[config.mk]
export PLATFORM = sky130hd
export DESIGN_NAME = zegar_licznik
export DESIGN_NICKNAME = d
export VERILOG_FILES = /design/src/rtl/zegar_licznik.sv
export SDC_FILE = /design/constraint.sdc
export NUM_CORES = 1
export LEC_CHECK = 0
export CAP_MARGIN = 20
export CORE_ASPECT_RATIO = 1.4
export CORE_MARGIN = 3
export CORE_UTILIZATION = 40
export CTS_CLUSTER_SIZE = 20
export DETAILED_ROUTE_END_ITERATION = 6
export HOLD_SLACK_MARGIN = 0.05
export PLACE_DENSITY = 0.65
export SYNTH_ARGS = -nofsm -noshare
export SYNTH_HDL_FRONTEND = slang
export SYNTH_SLANG_ARGS = --single-unit
[constraint.sdc]
create_clock -name clk_i -period 5.4 [get_ports clk_i]
set_clock_uncertainty 0.05 [all_clocks]
set_input_delay 1.08 -clock clk_i [delete_from_list [all_inputs] [get_ports clk_i]]
set_output_delay 1.08 -clock clk_i [all_outputs]
set_load 0.05 [all_outputs]
[src/rtl/zegar_licznik.sv]
// zegar_licznik: turns the slow divided clock into a BCD HH:MM:SS time of day.
// div_clk_i is sampled as data in the clk_i domain; its rising edges are
// prescaled into one-second ticks that advance a per-digit BCD counter.
// A validated load and a run/pause control are provided, and every event is
// reported by a one-cycle registered pulse aligned with the new time.

module zegar_licznik #(
    parameter int TICKS_PER_SEC = 4,
    parameter int PRESC_W       = 16
) (
    input  logic       clk_i,
    input  logic       rst_i,
    input  logic       div_clk_i,
    input  logic       run_i,
    input  logic       load_i,
    input  logic [7:0] hh_i,
    input  logic [7:0] mm_i,
    input  logic [7:0] ss_i,
    output logic [7:0] hh_o,
    output logic [7:0] mm_o,
    output logic [7:0] ss_o,
    output logic       sec_pulse_o,
    output logic       day_wrap_o,
    output logic       load_ack_o,
    output logic       load_err_o
);

    localparam logic [PRESC_W-1:0] P_LAST = PRESC_W'(TICKS_PER_SEC - 1);
    localparam logic [PRESC_W-1:0] P_ZERO = '0;
    localparam logic [PRESC_W-1:0] P_ONE  = PRESC_W'(1);

    // ------------------------------------------------------------------
    // Synchroniser and rising-edge detection
    // ------------------------------------------------------------------
    logic r_s1;
    logic r_s2;
    logic r_s3;
    logic w_edge;

    // Three-flop chain: s1/s2 resolve metastability, s3 remembers the last level.
    always_ff @(posedge clk_i or posedge rst_i) begin
        if (rst_i) begin
            r_s1 <= 1'b0;
            r_s2 <= 1'b0;
            r_s3 <= 1'b0;
        end else begin
            r_s1 <= div_clk_i;
            r_s2 <= r_s1;
            r_s3 <= r_s2;
        end
    end

    assign w_edge = r_s2 & ~r_s3;

    // ------------------------------------------------------------------
    // Load validation: every nibble must be a decimal digit and each field
    // must be inside its clock range.
    // ------------------------------------------------------------------
    logic [23:0] w_load_bytes;
    logic [5:0]  w_digit_ok;
    logic        w_range_ok;
    logic        w_load_ok;
    logic        w_load_good;
    logic        w_load_bad;

    assign w_load_bytes = {hh_i, mm_i, ss_i};

    generate
        for (genvar gi = 0; gi < 6; gi++) begin : g_digit_chk
            assign w_digit_ok[gi] = (w_load_bytes[gi*4 +: 4] <= 4'd9);
        end
    endgenerate

    assign w_range_ok  = (hh_i <= 8'h23) && (mm_i <= 8'h59) && (ss_i <= 8'h59);
    assign w_load_ok   = (&w_digit_ok) && w_range_ok;
    assign w_load_good = load_i & w_load_ok;
    assign w_load_bad  = load_i & ~w_load_ok;

    // ------------------------------------------------------------------
    // Prescaler: counts accepted edges, a tick fires on the last one.
    // A load (valid or not) owns the cycle, so counting is suppressed then.
    // ------------------------------------------------------------------
    logic [PRESC_W-1:0] r_presc;
    logic               w_count;
    logic               w_presc_last;
    logic               w_tick;

    assign w_count      = w_edge & run_i & ~load_i;
    assign w_presc_last = (r_presc == P_LAST);
    assign w_tick       = w_count & w_presc_last;

    // Prescaler register: cleared by a valid load or by wrapping on a tick.
    always_ff @(posedge clk_i or posedge rst_i) begin
        if (rst_i) begin
            r_presc <= P_ZERO;
        end else if (w_load_good) begin
            r_presc <= P_ZERO;
        end else if (w_count) begin
            if (w_presc_last) begin
                r_presc <= P_ZERO;
            end else begin
                r_presc <= r_presc + P_ONE;
            end
        end
    end

    // ------------------------------------------------------------------
    // BCD time digits and their one-second successor
    // ------------------------------------------------------------------
    logic [3:0] r_ss_u;
    logic [3:0] r_ss_t;
    logic [3:0] r_mm_u;
    logic [3:0] r_mm_t;
    logic [3:0] r_hh_u;
    logic [3:0] r_hh_t;

    logic [3:0] w_ss_u_next;
    logic [3:0] w_ss_t_next;
    logic [3:0] w_mm_u_next;
    logic [3:0] w_mm_t_next;
    logic [3:0] w_hh_u_next;
    logic [3:0] w_hh_t_next;

    logic w_c_ss_u;
    logic w_c_ss;
    logic w_c_mm_u;
    logic w_c_mm;
    logic w_hh_23;
    logic w_day_end;

    // Carry chain: each stage only rolls when every lower digit is at its maximum.
    assign w_c_ss_u  = (r_ss_u == 4'd9);
    assign w_c_ss    = w_c_ss_u & (r_ss_t == 4'd5);
    assign w_c_mm_u  = w_c_ss & (r_mm_u == 4'd9);
    assign w_c_mm    = w_c_mm_u & (r_mm_t == 4'd5);
    assign w_hh_23   = (r_hh_t == 4'd2) & (r_hh_u == 4'd3);
    assign w_day_end = w_c_mm & w_hh_23;

    // Successor of the current time, one second later.
    always_comb begin
        w_ss_u_next = r_ss_u;
        w_ss_t_next = r_ss_t;
        w_mm_u_next = r_mm_u;
        w_mm_t_next = r_mm_t;
        w_hh_u_next = r_hh_u;
        w_hh_t_next = r_hh_t;

        w_ss_u_next = w_c_ss_u ? 4'd0 : r_ss_u + 4'd1;

        if (w_c_ss_u) begin
            w_ss_t_next = w_c_ss ? 4'd0 : r_ss_t + 4'd1;
        end

        if (w_c_ss) begin
            w_mm_u_next = w_c_mm_u ? 4'd0 : r_mm_u + 4'd1;
        end

        if (w_c_mm_u) begin
            w_mm_t_next = w_c_mm ? 4'd0 : r_mm_t + 4'd1;
        end

        if (w_c_mm) begin
            if (w_hh_23) begin
                w_hh_u_next = 4'd0;
                w_hh_t_next = 4'd0;
            end else if (r_hh_u == 4'd9) begin
                w_hh_u_next = 4'd0;
                w_hh_t_next = r_hh_t + 4'd1;
            end else begin
                w_hh_u_next = r_hh_u + 4'd1;
            end
        end
    end

    // Time register: a valid load overrides any tick in the same cycle.
    always_ff @(posedge clk_i or posedge rst_i) begin
        if (rst_i) begin
            r_ss_u <= 4'd0;
            r_ss_t <= 4'd0;
            r_mm_u <= 4'd0;
            r_mm_t <= 4'd0;
            r_hh_u <= 4'd0;
            r_hh_t <= 4'd0;
        end else if (w_load_good) begin
            r_ss_u <= ss_i[3:0];
            r_ss_t <= ss_i[7:4];
            r_mm_u <= mm_i[3:0];
            r_mm_t <= mm_i[7:4];
            r_hh_u <= hh_i[3:0];
            r_hh_t <= hh_i[7:4];
        end else if (w_tick) begin
            r_ss_u <= w_ss_u_next;
            r_ss_t <= w_ss_t_next;
            r_mm_u <= w_mm_u_next;
            r_mm_t <= w_mm_t_next;
            r_hh_u <= w_hh_u_next;
            r_hh_t <= w_hh_t_next;
        end
    end

    // ------------------------------------------------------------------
    // Event pulses, registered so they line up with the updated time.
    // ------------------------------------------------------------------
    logic r_sec_pulse;
    logic r_day_wrap;
    logic r_load_ack;
    logic r_load_err;

    // One-cycle strobes, default low every cycle.
    always_ff @(posedge clk_i or posedge rst_i) begin
        if (rst_i) begin
            r_sec_pulse <= 1'b0;
            r_day_wrap  <= 1'b0;
            r_load_ack  <= 1'b0;
            r_load_err  <= 1'b0;
        end else begin
            r_sec_pulse <= w_tick;
            r_day_wrap  <= w_tick & w_day_end;
            r_load_ack  <= w_load_good;
            r_load_err  <= w_load_bad;
        end
    end

    assign hh_o        = {r_hh_t, r_hh_u};
    assign mm_o        = {r_mm_t, r_mm_u};
    assign ss_o        = {r_ss_t, r_ss_u};
    assign sec_pulse_o = r_sec_pulse;
    assign day_wrap_o  = r_day_wrap;
    assign load_ack_o  = r_load_ack;
    assign load_err_o  = r_load_err;

endmodule

==> metrics.yaml, run 1 <==
logic_synthesis:
  ys.warnings.count: 0
  async_reset_ff_frac: 1.00
  synth_area_per_cell_um2: 8.75
  synth_area_um2: 2720
  synth_nets: 351
  seq_area_frac_synth: 0.432
  ys_types: 45
  synth.ff_latch_count: 47
  synth_edf_count: 0
  syn_inst: 311
  synthFlopType: "dfrtp_1"
sta:
  hold_viol_final: 0
  fin_tns_setup_ps: 0
  timing.final.crit_share: 0.625
  worst_hold_slack_ps: 310
  maxSlewViolCount: 0
  max_freq_ghz: 0.296
  tightest_slew_ps: 611
  finalWorstSetupSlack_ps: 2030
  setup_viol_count_final: 0
  relSlewSlack: 0.589
  finalCriticalPeriod_ps: 3370
  rsz0062_at_grt: "no"
final_layout:
  antenna_cells: 0
  fin_area_um2: 3510
  n_fill_cell: 624
  final_cells: 459
  num-nets-final: 409
  layout-drive-gt1-share: 0.0434
  syn_to_final_growth_pct: 28.8
floorplanning:
  fp.dieW_um: 75.7
  io_pins: 57
  die-area_um2: 7850
  initial_utilization: 0.424
  rows: 34
  die_h_um: 104
  fp.coreArea_um2: 6420
drt:
  wl_per_cell_um: 15.7
  drt_wl_total_um: 7190
  vias: 2546
  drt_iter0_drc: 134
  drc: 0
  ant_nets: 0
  avgViaCountPerCell: 5.55
  firstDrtPassIters: 4
critical_path:
  worstReg2RegEnd: "r_hh_u[2]$_DFFE_PP0P_"
  r2r_slack_ps: 2160
  critPathLaunchType: "primary input"
  end_kind: "flop"
  ff2ff_path_depth: 7
  critical_path_arrival_ps: 3570
  crit_end: "r_hh_u[2]$_DFFE_PP0P_"
  startpoint: "load_i"
  reg2reg_from: "r_presc[0]$_DFFE_PP0P_"
  critPathMaxFanout: 15
  worstPathRequired_ps: 5600
  path_class: "in2reg"
clock_network:
  cts_max_level: 2
  clk_latency_ps: 300
  clk_path_buf_depth: 2
  clk_pin_slew_ps: 90
  clock-root-buffer: "clkbuf_8"
  cts_hold_buffers: 0
  cts.sinks: 47
  cts_resized: 0
  cts_made_buffers: 5
  cts_tree: "done"
  post_cts_buffers: 0
global_routing:
  grt_first_pass_wirelength_um: 11900
  track_usage: 0.193
  grt_pass1_vias: 2447
  grt_max_degree: 48
  antenna_found_initial: 0
  overflow: 0
placed_design:
  hpwl_um: 5240
  gp_congestion: 0.868
  port_buffers: 56
  dp.cells: 450
  pre_cts_ws_ps: 1750
  dpl-instance-area_um2: 3380
job:
  maxCapViolations: 0
outcome:
  status: "completed"
min_path:
  hold_class: "reg2reg"
  hold_depth: 0
power_and_ir_drop:
  power.density_nw_per_um2: 279
  vdd_drop_max_mv: 0.160
  leakage_nw: 1.43
-- report_power, final --
part / switching, mW / total (mW) / internal, mW
Sequential: 0.0502 / 0.436 / 0.386
Clock: 0.124 / 0.260 / 0.136
Combinational: 0.169 / 0.283 / 0.114
-- state kept, by name (all words and copies together), names as in the netlist --
signal / flops
r_ss_u: 4
r_hh_u: 4
r_hh_t: 4
r_presc: 16
load_err_o: 1
sec_pulse_o: 1
r_s3: 1
r_ss_t: 4
r_mm_u: 4
r_s2: 1
r_mm_t: 4
r_s1: 1
load_ack_o: 1
day_wrap_o: 1
-- worst min-delay path by stage --
| stage | startpoint | slack, ps | endpoint |
|---|---|---|---|
| floorplan | r_s1$_DFF_PP0_ | 280 | r_s2$_DFF_PP0_ |
| global placement | r_s1$_DFF_PP0_ | 290 | r_s2$_DFF_PP0_ |
| detailed placement | r_s1$_DFF_PP0_ | 290 | r_s2$_DFF_PP0_ |
| CTS | r_s1$_DFF_PP0_ | 310 | r_s2$_DFF_PP0_ |
| global route | r_s1$_DFF_PP0_ | 340 | r_s2$_DFF_PP0_ |
| finish | r_s1$_DFF_PP0_ | 310 | r_s2$_DFF_PP0_ |
-- synth_stat cells, types with 2 or more instances --
cell type  number  area (um2)
a211oi_1        2        15.0
a21oi_1        32         160
a31oi_1         5        31.3
and3_1          7        43.8
and4_1          2        17.5
clkbuf_1        9        33.8
dfrtp_1        47        1180
ha_1           11         138
inv_1          12        45.0
mux2i_1         5        50.1
nand2_1        17        63.8
nand2b_1        3        18.8
nand3_1        14        70.1
nand3b_1        4        30.0
nand4_1         7        43.8
nand4bb_1       2        22.5
nor2_1         45         169
nor2b_1         3        18.8
nor3_1         10        50.1
nor4_1          8        50.1
nor4b_1         2        17.5
o21a_1          4        30.0
o21ai_0        24         120
o31ai_1         3        22.5
or3_1           4        25.0
or4_1           3        22.5
or4b_1          2        20.0
xnor2_1         6        52.6
xor2_1          2        17.5
-- cell type report --
cell class              count  area (um2)  share of cell area
flip-flops and latches     47        1180               0.335
clock buffers               6        72.6              0.0207
clock inverters             1        30.0             0.00856
well taps                  90         113              0.0321
repair buffers             61         608               0.173
inverters                  12        45.0              0.0128
multi-input cells         242        1460               0.417
-- worst max-delay path: stages --
cell             delay, ps
clkdlybuf4s50_1        530
nand4bb_1              230
buf_4                  200
or4b_1                 760
or4b_1                 540
nand3_1                100
o21a_1                 110
-- cells by family (layout without fill, tap and decap cells) --
kind of cell / Yosys count / count (layout) / synth area share
and+or+nand+nor: 142 / 142 / 0.285
AOI/OAI and AO/OA: 76 / 76 / 0.158
DFF: 47 / 47 / 0.432
buffers and inverters: 22 / 80 / 0.0308
adders and majority gates: 11 / 11 / 0.0506
xor gates and xnor gates: 8 / 8 / 0.0257
muxes: 5 / 5 / 0.0184
-- cell usage in the layout, fill, tap and decap left out, drive strengths merged, types with 3 or more instances in the layout --
| cell | instances |
|---|---|
| a21oi | 32 |
| a31oi | 5 |
| and3 | 7 |
| buf | 4 |
| clkbuf | 7 |
| clkdlybuf4s50 | 56 |
| dfrtp | 47 |
| ha | 11 |
| inv | 12 |
| mux2i | 5 |
| nand2 | 17 |
| nand2b | 3 |
| nand3 | 14 |
| nand3b | 4 |
| nand4 | 7 |
| nor2 | 45 |
| nor2b | 3 |
| nor3 | 10 |
| nor4 | 10 |
| o21a | 4 |
| o21ai | 24 |
| o31ai | 3 |
| or3 | 4 |
| or4 | 3 |
| xnor2 | 6 |
-- routing by layer --
layer | GRT usage | wire length [um] | vias up
met1 | 0.265 | 3300 | 1234
met5 | 0 | 0 | -
met3 | 0.0310 | 240 | 11
met4 | 0.0563 | 123 | 0
li1 | - | - | 1245
met2 | 0.306 | 3530 | 56
-- through the flow --
step	utilization	power, mW
global route	0.546	1.03
floorplan	-	0.618
global placement	0.526	0.723
detailed placement	0.526	0.725
finish	0.546	0.979
CTS	0.542	0.983
Power figures use the tool's default switching activity.
==> inputs of run 2 (changes only) <==
==> constraint.sdc (replaced) <==
create_clock -name clk_i -period 3.15 [get_ports clk_i]
set_clock_uncertainty 0.05 [all_clocks]
set_input_delay 0.63 -clock clk_i [delete_from_list [all_inputs] [get_ports clk_i]]
set_output_delay 0.63 -clock clk_i [all_outputs]
set_load 0.05 [all_outputs]
==> run 2 against run 1 <==
Register-to-register slack got worse by 1500 ps; total power up 68%; critical path type unchanged; critical endpoint is now r_presc[13]$_DFFE_PP0P_; cell area is 0.61% higher; critical path depth is 1 higher.
==> metrics.yaml, run 2 (same netlist as run 1, synthesis figures left out) <==
outcome:
  status: "completed"
placed_design:
  hpwl_um: 5530
  gp_congestion: 0.890
  dpl-instance-area_um2: 3420
  port_buffers: 56
critical_path:
  ff2ff_path_depth: 7
  reg2reg_from: "r_presc[0]$_DFFE_PP0P_"
  critical_path_depth: 8
  worstPathRequired_ps: 3300
  crit_buf_inv: 2
  cp_slowest_cell: "clkdlybuf4s50_1"
  worstReg2RegEnd: "r_hh_t[0]$_DFFE_PP0P_"
  path_class: "in2reg"
  critPathLaunchType: "primary input"
  cp_cell_sequence: "clkdlybuf4s50_1, o31ai_1, and3_1, nand4_1, buf_4, a211oi_1, xnor2_1, nor2_1"
  critPathMaxFanout: 35
  cp_top_family: "buffers and inverters"
  critical_path_arrival_ps: 2660
  r2r_slack_ps: 670
  end_kind: "flop"
  critPathMaxStageDelay_ps: 450
power_and_ir_drop:
  p_total_mw: 1.65
  leakage_nw: 1.44
  vdd_drop_max_mv: 0.308
  power.density_nw_per_um2: 467
clock_network:
  cts_resized: 0
  clock-root-buffer: "clkbuf_8"
  cts_tree: "done"
  clk_path_buf_depth: 2
  post_cts_buffers: 0
  cts.sinks: 47
  clk_latency_ps: 300
  clk_pin_slew_ps: 100
  cts_hold_buffers: 0
  cts_max_level: 2
  cts_made_buffers: 5
drt:
  drc: 0
  drt_iter0_drc: 138
  drt_wl_total_um: 7260
  ant_nets: 0
  avgViaCountPerCell: 5.52
  wl_per_cell_um: 15.6
  vias: 2561
  firstDrtPassIters: 4
sta:
  maxSlewViolCount: 0
  max_freq_ghz: 0.397
  fin_tns_setup_ps: 0
  rsz0062_at_grt: "no"
  tightest_slew_ps: 596
  hold_viol_final: 0
  relSlewSlack: 0.599
  timing.final.crit_share: 0.799
  finalCriticalPeriod_ps: 2520
  setup_viol_count_final: 0
final_layout:
  antenna_cells: 0
  num-nets-final: 413
  largest_reg_flops: 16
  layout_commonest_cell: "clkdlybuf4s50_1"
  final_cell_mix: "clkdlybuf4s50_1, dfrtp_1, nor2_1"
  syn_to_final_growth_pct: 29.6
  n_fill_cell: 604
  largest-register: "r_presc"
  layout-drive-gt1-share: 0.0588
  fin_area_um2: 3530
min_path:
  min_from: "r_s1$_DFF_PP0_"
  hold_class: "reg2reg"
  hold_depth: 0
  min_to: "r_s2$_DFF_PP0_"
floorplanning:
  die_h_um: 104
  initial_utilization: 0.424
  fp.dieW_um: 75.7
  fp.coreArea_um2: 6420
  die-area_um2: 7850
  rows: 34
  io_pins: 57
global_routing:
  grt_first_pass_wirelength_um: 12100
  overflow: 0
  grt_max_degree: 48
  grt_pass1_vias: 2536
  antenna_found_initial: 0
  track_usage: 0.194
job:
  maxCapViolations: 0
[run 2: cell types whose count changed in the layout (fill, tap and decap cells not counted), sizes merged]
cell | previous run | this run
bufinv | 1 | 0
buf | 4 | 9
clkinvlp | 0 | 1
[run 2: area by class of cell]
cell class                 instances  area (um2)  area share
inverter                          12        45.0      0.0128
clock inverter                     1        7.51     0.00213
multi-input combinational        242        1460       0.415
timing repair buffer              65         628       0.178
clock buffer                       7        96.3      0.0273
tap                               90         113      0.0319
sequential                        47        1180       0.333
[run 2: stage by stage]
stage          worst slack, ps  utilization  hold slack (ps)  instances
3_5_place_dp               327        0.533              296        456
2_1_floorplan              551            -              281        311
6_report                   632        0.549              347        464
5_1_grt                    432        0.549              330        464
3_3_place_gp               326        0.533              287        456
4_1_cts                    642        0.549              327        464
[run 2: routing by layer]
layer	GRT usage	up-vias	wire (um)
met5	0	-	0
met4	0.0638	0	132
met3	0.0300	10	336
met2	0.326	74	3800
met1	0.248	1216	2990
li1	-	1261	-
[run 2: how the worst max path moves through the flow]
stage | startpoint | to
floorplan | r_mm_u[0]$_DFFE_PP0P_ | r_hh_u[2]$_DFFE_PP0P_
global placement | hh_i[2] | r_presc[15]$_DFFE_PP0P_
detailed placement | hh_i[2] | r_presc[15]$_DFFE_PP0P_
CTS | hh_i[2] | r_presc[15]$_DFFE_PP0P_
global route | ss_i[7] | r_mm_u[3]$_DFFE_PP0P_
finish | hh_i[2] | r_presc[13]$_DFFE_PP0P_
[run 2: where the power goes]
part | internal, mW | total [mW] | switching, mW
registers | 0.661 | 0.750 | 0.0885
clock network | 0.200 | 0.406 | 0.206
logic | 0.198 | 0.492 | 0.294
total | 1.06 | 1.65 | 0.588
